--- config.mk ---
export PLATFORM = sky130hd
export DESIGN_NAME = seq_divider
export DESIGN_NICKNAME = d
export VERILOG_FILES = /design/src/rtl/seq_div_pkg.sv /design/src/rtl/seq_divider_control.sv /design/src/rtl/seq_divider.sv
export SDC_FILE = /design/constraint.sdc
export NUM_CORES = 1
export LEC_CHECK = 0
export CORE_ASPECT_RATIO = 1.75
export CORE_MARGIN = 4
export CORE_UTILIZATION = 25
export CTS_CLUSTER_SIZE = 12
export DETAILED_ROUTE_END_ITERATION = 10
export GPL_TIMING_DRIVEN = 1
export MAX_ROUTING_LAYER = met4
export SYNTH_ARGS = -nofsm -noshare
export SYNTH_HDL_FRONTEND = slang
export SYNTH_HIERARCHICAL = 1
export SYNTH_SLANG_ARGS = --single-unit
--- constraint.sdc ---
create_clock -name clk -period 3.4 [get_ports clk]
set_clock_uncertainty 0.15 [all_clocks]
set_input_delay 0.51 -clock clk [delete_from_list [all_inputs] [get_ports clk]]
set_output_delay 0.51 -clock clk [all_outputs]
set_load 0.03 [all_outputs]
--- src/rtl/seq_div_pkg.sv ---
// Shared definitions for the sequential restoring divider.
//   state_e    : FSM state encoding (3 bits)
//   cnt_width  : width of the iteration counter for a given operand width
package seq_div_pkg;

  typedef enum logic [2:0] {
    StIdle  = 3'd0,
    StLoad  = 3'd1,
    StShift = 3'd2,
    StSub   = 3'd3,
    StDone  = 3'd4
  } state_e;

  // Counter must hold the value WIDTH itself, hence w+1.
  function automatic int unsigned cnt_width(input int unsigned w);
    return $clog2(w + 1);
  endfunction

endpackage

--- src/rtl/seq_divider_control.sv ---
// Sequencing FSM for the restoring divider.
//   clk, rst         : clock, asynchronous active-high reset
//   start            : division request, honoured only in IDLE
//   divisor_is_zero  : divisor input is zero (looked at in LOAD)
//   count_zero       : all quotient bits have been shifted in
//   trial_neg        : trial subtraction result is negative
//   load, shift      : datapath strobes for LOAD / SHIFT steps
//   sub_en           : commit the trial subtraction this cycle
//   finish           : DONE state, publish results
//   busy             : state is not IDLE
//   done             : one-cycle completion pulse (registered)
module seq_divider_control
  import seq_div_pkg::*;
(
  input  logic clk,
  input  logic rst,
  input  logic start,
  input  logic divisor_is_zero,
  input  logic count_zero,
  input  logic trial_neg,
  output logic load,
  output logic shift,
  output logic sub_en,
  output logic finish,
  output logic busy,
  output logic done
);

  state_e state_q, state_d;
  logic   done_q;

  always_ff @(posedge clk or posedge rst) begin
    if (rst) begin
      state_q <= StIdle;
      done_q  <= 1'b0;
    end else begin
      state_q <= state_d;
      // Pulse aligns with the results being published on the DONE exit edge.
      done_q  <= (state_q == StDone);
    end
  end

  always_comb begin
    state_d = state_q;
    load    = 1'b0;
    shift   = 1'b0;
    sub_en  = 1'b0;
    finish  = 1'b0;
    unique case (state_q)
      StIdle: begin
        if (start) state_d = StLoad;
      end
      StLoad: begin
        load    = 1'b1;
        state_d = divisor_is_zero ? StDone : StShift;
      end
      StShift: begin
        shift   = 1'b1;
        state_d = StSub;
      end
      StSub: begin
        sub_en  = ~trial_neg;
        state_d = count_zero ? StDone : StShift;
      end
      StDone: begin
        finish  = 1'b1;
        state_d = StIdle;
      end
      default: state_d = StIdle;
    endcase
  end

  assign busy = (state_q != StIdle);
  assign done = done_q;

endmodule

--- src/rtl/seq_divider.sv ---
// Sequential restoring divider: one quotient bit per SHIFT/SUB pair.
//   clk, rst     : clock, asynchronous active-high reset
//   start        : request a division (ignored while busy)
//   dividend     : unsigned numerator, captured in LOAD
//   divisor      : unsigned denominator, captured in LOAD
//   quotient     : registered quotient, held until the next completion
//   remainder    : registered remainder, held until the next completion
//   busy         : division in progress
//   done         : one-cycle completion pulse
//   div_by_zero  : divisor was zero for the last completed division
module seq_divider
  import seq_div_pkg::*;
#(
  parameter int unsigned WIDTH = 4
) (
  input  logic             clk,
  input  logic             rst,
  input  logic             start,
  input  logic [WIDTH-1:0] dividend,
  input  logic [WIDTH-1:0] divisor,
  output logic [WIDTH-1:0] quotient,
  output logic [WIDTH-1:0] remainder,
  output logic             busy,
  output logic             done,
  output logic             div_by_zero
);

  localparam int unsigned CntW = cnt_width(WIDTH);

  logic [WIDTH-1:0] quo_q;
  logic [WIDTH:0]   rem_q;
  logic [WIDTH-1:0] dvs_q;
  logic [CntW-1:0]  cnt_q;
  logic             dz_q;

  logic             load, shift, sub_en, finish;
  logic [WIDTH:0]   trial;
  logic             trial_neg;
  logic             count_zero;
  logic             divisor_is_zero;

  // Partial remainder never exceeds 2*divisor-1, so bit WIDTH of the
  // difference is a reliable sign bit.
  assign trial           = rem_q - {1'b0, dvs_q};
  assign trial_neg       = trial[WIDTH];
  // Counter steps in SHIFT, so SUB already sees the decremented value.
  assign count_zero      = (cnt_q == '0);
  assign divisor_is_zero = (divisor == '0);

  seq_divider_control u_control (
    .clk             (clk),
    .rst             (rst),
    .start           (start),
    .divisor_is_zero (divisor_is_zero),
    .count_zero      (count_zero),
    .trial_neg       (trial_neg),
    .load            (load),
    .shift           (shift),
    .sub_en          (sub_en),
    .finish          (finish),
    .busy            (busy),
    .done            (done)
  );

  always_ff @(posedge clk or posedge rst) begin
    if (rst) begin
      quo_q <= '0;
      rem_q <= '0;
      dvs_q <= '0;
      cnt_q <= '0;
      dz_q  <= 1'b0;
    end else if (load) begin
      dvs_q <= divisor;
      cnt_q <= CntW'(WIDTH);
      if (divisor_is_zero) begin
        quo_q <= '1;
        rem_q <= {1'b0, dividend};
        dz_q  <= 1'b1;
      end else begin
        quo_q <= dividend;
        rem_q <= '0;
        dz_q  <= 1'b0;
      end
    end else if (shift) begin
      {rem_q, quo_q} <= {rem_q[WIDTH-1:0], quo_q, 1'b0};
      cnt_q          <= cnt_q - CntW'(1);
    end else if (sub_en) begin
      rem_q    <= trial;
      quo_q[0] <= 1'b1;
    end
  end

  // Published results only change on the DONE exit edge.
  always_ff @(posedge clk or posedge rst) begin
    if (rst) begin
      quotient    <= '0;
      remainder   <= '0;
      div_by_zero <= 1'b0;
    end else if (finish) begin
      quotient    <= quo_q;
      remainder   <= rem_q[WIDTH-1:0];
      div_by_zero <= dz_q;
    end
  end

endmodule

Yosys cells after proc, flatten, opt, wreduce, memory -nomap -nowiden
Index checks and enable logic that the tools add are counted.

Bits of input ports: 11. Bits in latches: 0. Memories: 0. Register bits: 30. Logic and storage cells: 45. Bits in writable memories: 0. Output and inout port bits: 11. Bits in read-only memories: 0.

Add/subtract/negate cells: 2. Shifts and indexed selects: 0. Mux-type cells: 20. $lt $le $gt $ge: 0. Reductions and logical operators: 6. Multiply operators: 0. Equality and inequality tests: 5. Div/mod/pow operators: 0. Bitwise gates (word level): 1.

Operators with widths (count): two-way mux 3 bit (6); two-way mux 5 bit (3); two-way mux 4 bit (3); case mux 3 bit (4 select lines) (1); two-way mux 1 bit (7); equality test 3 x 2 -> 1 bit, second input constant (2); logical NOT 3 bit (2); nonzero test 3 bit (2); subtractor 5 x 4 -> 5 bit (1); logical NOT 4 bit (1); equality test 3 x 1 -> 1 bit, second input constant (1); equality test 3 bit, second input constant (1); subtractor 3 x 1 -> 3 bit, second input constant (1); != test 2 bit, second input constant (1); nonzero test 2 bit (1); inverter 1 bit (1).

Longest topological paths before layout
Word-level depth: 6. Gate-level depth with buffers: 12. Mapped depth without buffers: 12.

Modules after synthesis
The synthesis kept the hierarchy.

By module, submodules not included: seq_divider (times used 1, cells an instance 123, area each 1327.5 µm², seq. area each 650.6 µm²); seq_divider_control (times used 1, cells an instance 19, area each 217.7 µm², seq. area each 100.1 µm²).

Least setup slack after synthesis
OpenSTA, ideal clock, no wires.

Path type: reg-to-reg. Start point: reg rem_q[0]. End point: reg rem_q[4]. Cell stages (with the launch flop): 13. Arrival: 2.170 ns. Period minus slack after synthesis: 2.414 ns. Buffers on the path: 0. Library setup time: 0.094 ns. Required time: 3.156 ns. Setup slack: 0.986 ns. Cell sequence: dfrtp_1 inv_1 ha_1 inv_1 fa_1 a21o_1 a21oi_1 xor2_1 nor3b_2 nand2b_1 a21oi_1 xnor2_1 a211oi_1.

Longest elaborated chain between the ends: 4. Elaborated cells on any way between the ends: 7. Classes of those cells: add/sub: 1; mux: 4; bitwise: 1; reduce/logical: 1.

Ends and longest elaborated chain: start: declaration (line seq_divider.sv:31) `logic [WIDTH:0] rem_q;`; start signal: assignment (line seq_divider.sv:77) `rem_q <= {1'b0, dividend};`; start signal: assignment (line seq_divider.sv:85) `{rem_q, quo_q} <= {rem_q[WIDTH-1:0], quo_q, 1'b0};`; start signal: assignment (line seq_divider.sv:88) `rem_q <= trial;`; subtractor 5 x 4 -> 5 bit (line seq_divider.sv:44) `assign trial = rem_q - {1'b0, dvs_q};`; named net trial[4] (line seq_divider.sv:37) `logic [WIDTH:0] trial;`; inverter 1 bit (line seq_divider_control.sv:62) `sub_en = ~trial_neg;`; two-way mux 1 bit (line seq_divider_control.sv:49) `unique case (state_q)`; named net sub_en (line seq_divider.sv:36) `logic load, shift, sub_en, finish;`; nonzero test 3 bit (no line).

The timed path passes the listed nets, and every way through them passes these cells. The select of a mux whose other input is x is not followed. A chain may end at the register's enable or synchronous reset.

Worst setup path after layout
Start point: reg rem_q[0]. End point: reg rem_q[2].

The elaborated chain is that of the path after synthesis.

==> impl_metrics.csv <==
group,metric,value,unit
timing,period_share,77.8,%
die,die_area,7550,µm²
finish,area_delta_synth_final,25.7,%
setup_path,reg2reg_from,"rem_q[0]$_DFFE_PP0P_",
status,outcome,"complete, no violations",
min_path,hold_class,"input pin to asynchronous set/reset pin",
synthesis,synthTopCellsByArea,"dfrtp_1 (49%), mux2_2 (8.0%), ha_1 (4.9%)",
cts,h-tree-depth,2,
die,rows,37,
timing,finalCriticalPeriod,2.64,ns
grt,grt_pass1_vias,1195,
grt,grt_overflow,0,
pwr,peakVddDrop,0.369,mV
finish,antenna_cells,0,
die,design.core.area,5930,µm²
placement,gp_congestion,0.763,
route,drtIter0Drc,31,
setup_path,worstSetupStartpointType,"flop",
route,routed_wl,3.37,mm
route,via_per_inst,4.52,
route,drc,0,
route,via_count,1122,
pwr,switching_power,0.790,mW
finish,drive_above_1_share,15.9,%
synthesis,yosysSeqAreaShare,48.6,%
pwr,power.leakage,0.845,nW
timing,rsz0062_at_grt,"false",
cts,clockRootBuffer,"clkbuf_8",
setup_path,critical_path.max_fanout,5,
placement,port-buffer-count,21,
grt,antenna_found_initial,0,
die,start_util,26.1,%
timing,finalSetupViolCount,0,
finish,seq_area,751,µm²
grt,grt_max_degree,27,
pwr,p_comb_share,53.3,%
setup_path,critPathRequiredTime,3.42,ns
synthesis,yosysUniqueCellTypes,38,
synthesis,synth.top_cell.area_share,48.6,%
pwr,clockPowerShare,13.4,%
cts,numCtsBuffers,5,
finish,multi_input_area,717,µm²
setup_path,end_kind,"flop",
setup_path,reg2reg_depth,12,
timing,holdWs,0.291,ns
cts,clk_latency,0.28,ns
cts,tritoncts,"built",
cts,path_clk_slew,0.06,ns
grt,grt.total_usage,10.9,%
cts,holdBufCountCts,0,
synthesis,synthesis.area,1550,µm²
setup_path,path_class,"flop to flop",
timing,finalSetupTns,0,ns
placement,dpl.hpwl,2.51,mm
finish,n_fill_cell,646,
setup_path,r2r_end,"rem_q[2]$_DFFE_PP0P_",
synthesis,syn_inst,142,
die,dieHeight,112,µm
cts,clock_sinks,30,
setup_path,rrSetupSlack,0.76,ns
die,dieWidth,67.4,µm
route,wire_per_inst,13.6,µm
timing,drv_slew,0,
setup_path,crit_arrival,2.66,ns
timing,hold_viol,0,
grt,grt_pass1_wl,5.90,mm
pwr,p_int,1.15,mW
pwr,swShare,40.6,%
synthesis,synth_nets,160,
finish,final_common_cell,"dfrtp_1",
timing,worstMarginPinSlew,0.611,ns
synthesis,syn_avg_cell_area,10.9,µm²
cts,post_cts_buffers,0,
die,io_pins,22,
flow_run,cap_violations,0,
synthesis,yosys_warnings,6,
route,ant_nets,0,
cts,cts_resized,0,
synthesis,synth-seq-cells,30,
synthesis,synth_top_cell_by_area,"dfrtp_1",
timing,fmaxAchievable,378,MHz
route,first_pass_iters,4,
pwr,p_seq_share,33.4,%
timing,relSlewSlack,59.0,%
cts,clock_path_buffers,2,
pwr,power.density,1000,nW/µm²
finish,most-common-layout-cells,"dfrtp_1 (30), clkdlybuf4s50_1 (21), nor2_1 (13)",
finish,fin_nets,188,
-- power groups by stage --
stage / registers [mW] / logic [mW] / clock network (mW)
floorplan: 0.696 / 0.707 / 0
global placement: 0.653 / 1.03 / 0
detailed placement: 0.657 / 1.04 / 0
CTS: 0.652 / 1.05 / 0.275
global route: 0.672 / 1.17 / 0.286
finish: 0.649 / 1.04 / 0.260
-- synthesized netlist by cell type, drive strengths merged --
library cell / number
mux2: 11
and3b: 1
o21ai: 8
mux2i: 2
fa: 1
a31oi: 2
and2: 3
a21o: 2
ha: 6
o21a: 2
a21oi: 5
nor2b: 3
o31ai: 1
buf: 3
nand3b: 2
a221oi: 1
nor3b: 3
clkbuf: 3
nand2: 4
o211ai: 1
nand3: 2
xor2: 1
inv: 12
dfrtp: 30
xnor2: 3
o32ai: 1
nor2: 13
nor4: 1
nand2b: 4
a2bb2oi: 1
nor3: 3
or3: 2
a211oi: 5
-- flip-flops by register name, summed over array words and instances (netlist names) --
register / count
rem_q: 5
u_control/done: 1
div_by_zero: 1
quotient: 4
u_control/state_q: 3
quo_q: 4
remainder: 4
cnt_q: 3
dz_q: 1
dvs_q: 4
-- cell families after synthesis --
logic type | Yosys count | share of synthesized area (%)
muxes | 13 | 9.31
AOI/OAI and AO/OA | 29 | 12.6
and+or+nand+nor | 41 | 16.1
adders and majority gates | 7 | 6.15
DFF | 30 | 48.6
xor gates and xnor gates | 4 | 2.27
buffers and inverters | 18 | 5.02
-- routing by layer --
layer	routed length, µm	GRT usage (%)	up-vias	part of all wire, %
met2	1890	18.0	15	56
met4	110	6.91	0	3.3
met1	1310	11.5	556	39
met5	0	-	-	0
met3	58	1.82	8	1.7
li1	-	-	543	-
-- area by class of cell --
class / instances / share of cell area (%)
flip-flops and latches: 30 / 38.7
multi-input cells: 94 / 36.9
repair buffers: 27 / 13.1
well taps: 78 / 5.03
clock buffers: 7 / 3.93
inverters: 12 / 2.32
-- per-stage QoR --
step                      instance area, µm²  setup slack [ns]  utilization [%]  power (mW)  std cells
after global routing                    1940             0.597             32.8        2.13        248
after floorplan                         1550             0.986                -        1.40        142
after global placement                  1870             0.811             31.5        1.68        241
after detailed placement                1870             0.756             31.5        1.70        241
final                                   1940             0.756             32.8        1.94        248
after CTS                               1940             0.738             32.8        1.98        248
-- worst max-delay path by stage --
stage,from,endpoint
4_1_cts,rem_q[0]$_DFFE_PP0P_,rem_q[2]$_DFFE_PP0P_
5_1_grt,rem_q[0]$_DFFE_PP0P_,rem_q[4]$_DFFE_PP0P_
6_report,rem_q[0]$_DFFE_PP0P_,rem_q[2]$_DFFE_PP0P_
2_1_floorplan,rem_q[0]$_DFFE_PP0P_,rem_q[4]$_DFFE_PP0P_
3_5_place_dp,rem_q[0]$_DFFE_PP0P_,rem_q[2]$_DFFE_PP0P_
3_3_place_gp,rem_q[0]$_DFFE_PP0P_,rem_q[2]$_DFFE_PP0P_
-- critical path: stages, from the launching register on --
cell and delay, ns:
dfrtp_1 0.40, inv_1 0.06, ha_1 0.15, inv_1 0.05, fa_1 0.40, a21o_1 0.19
a21oi_1 0.17, xor2_1 0.10, nor3b_2 0.31, nor2b_1 0.23, a221oi_1 0.10, a31oi_1 0.16
nor2_1 0.06
(Power assumes the default switching activity.)
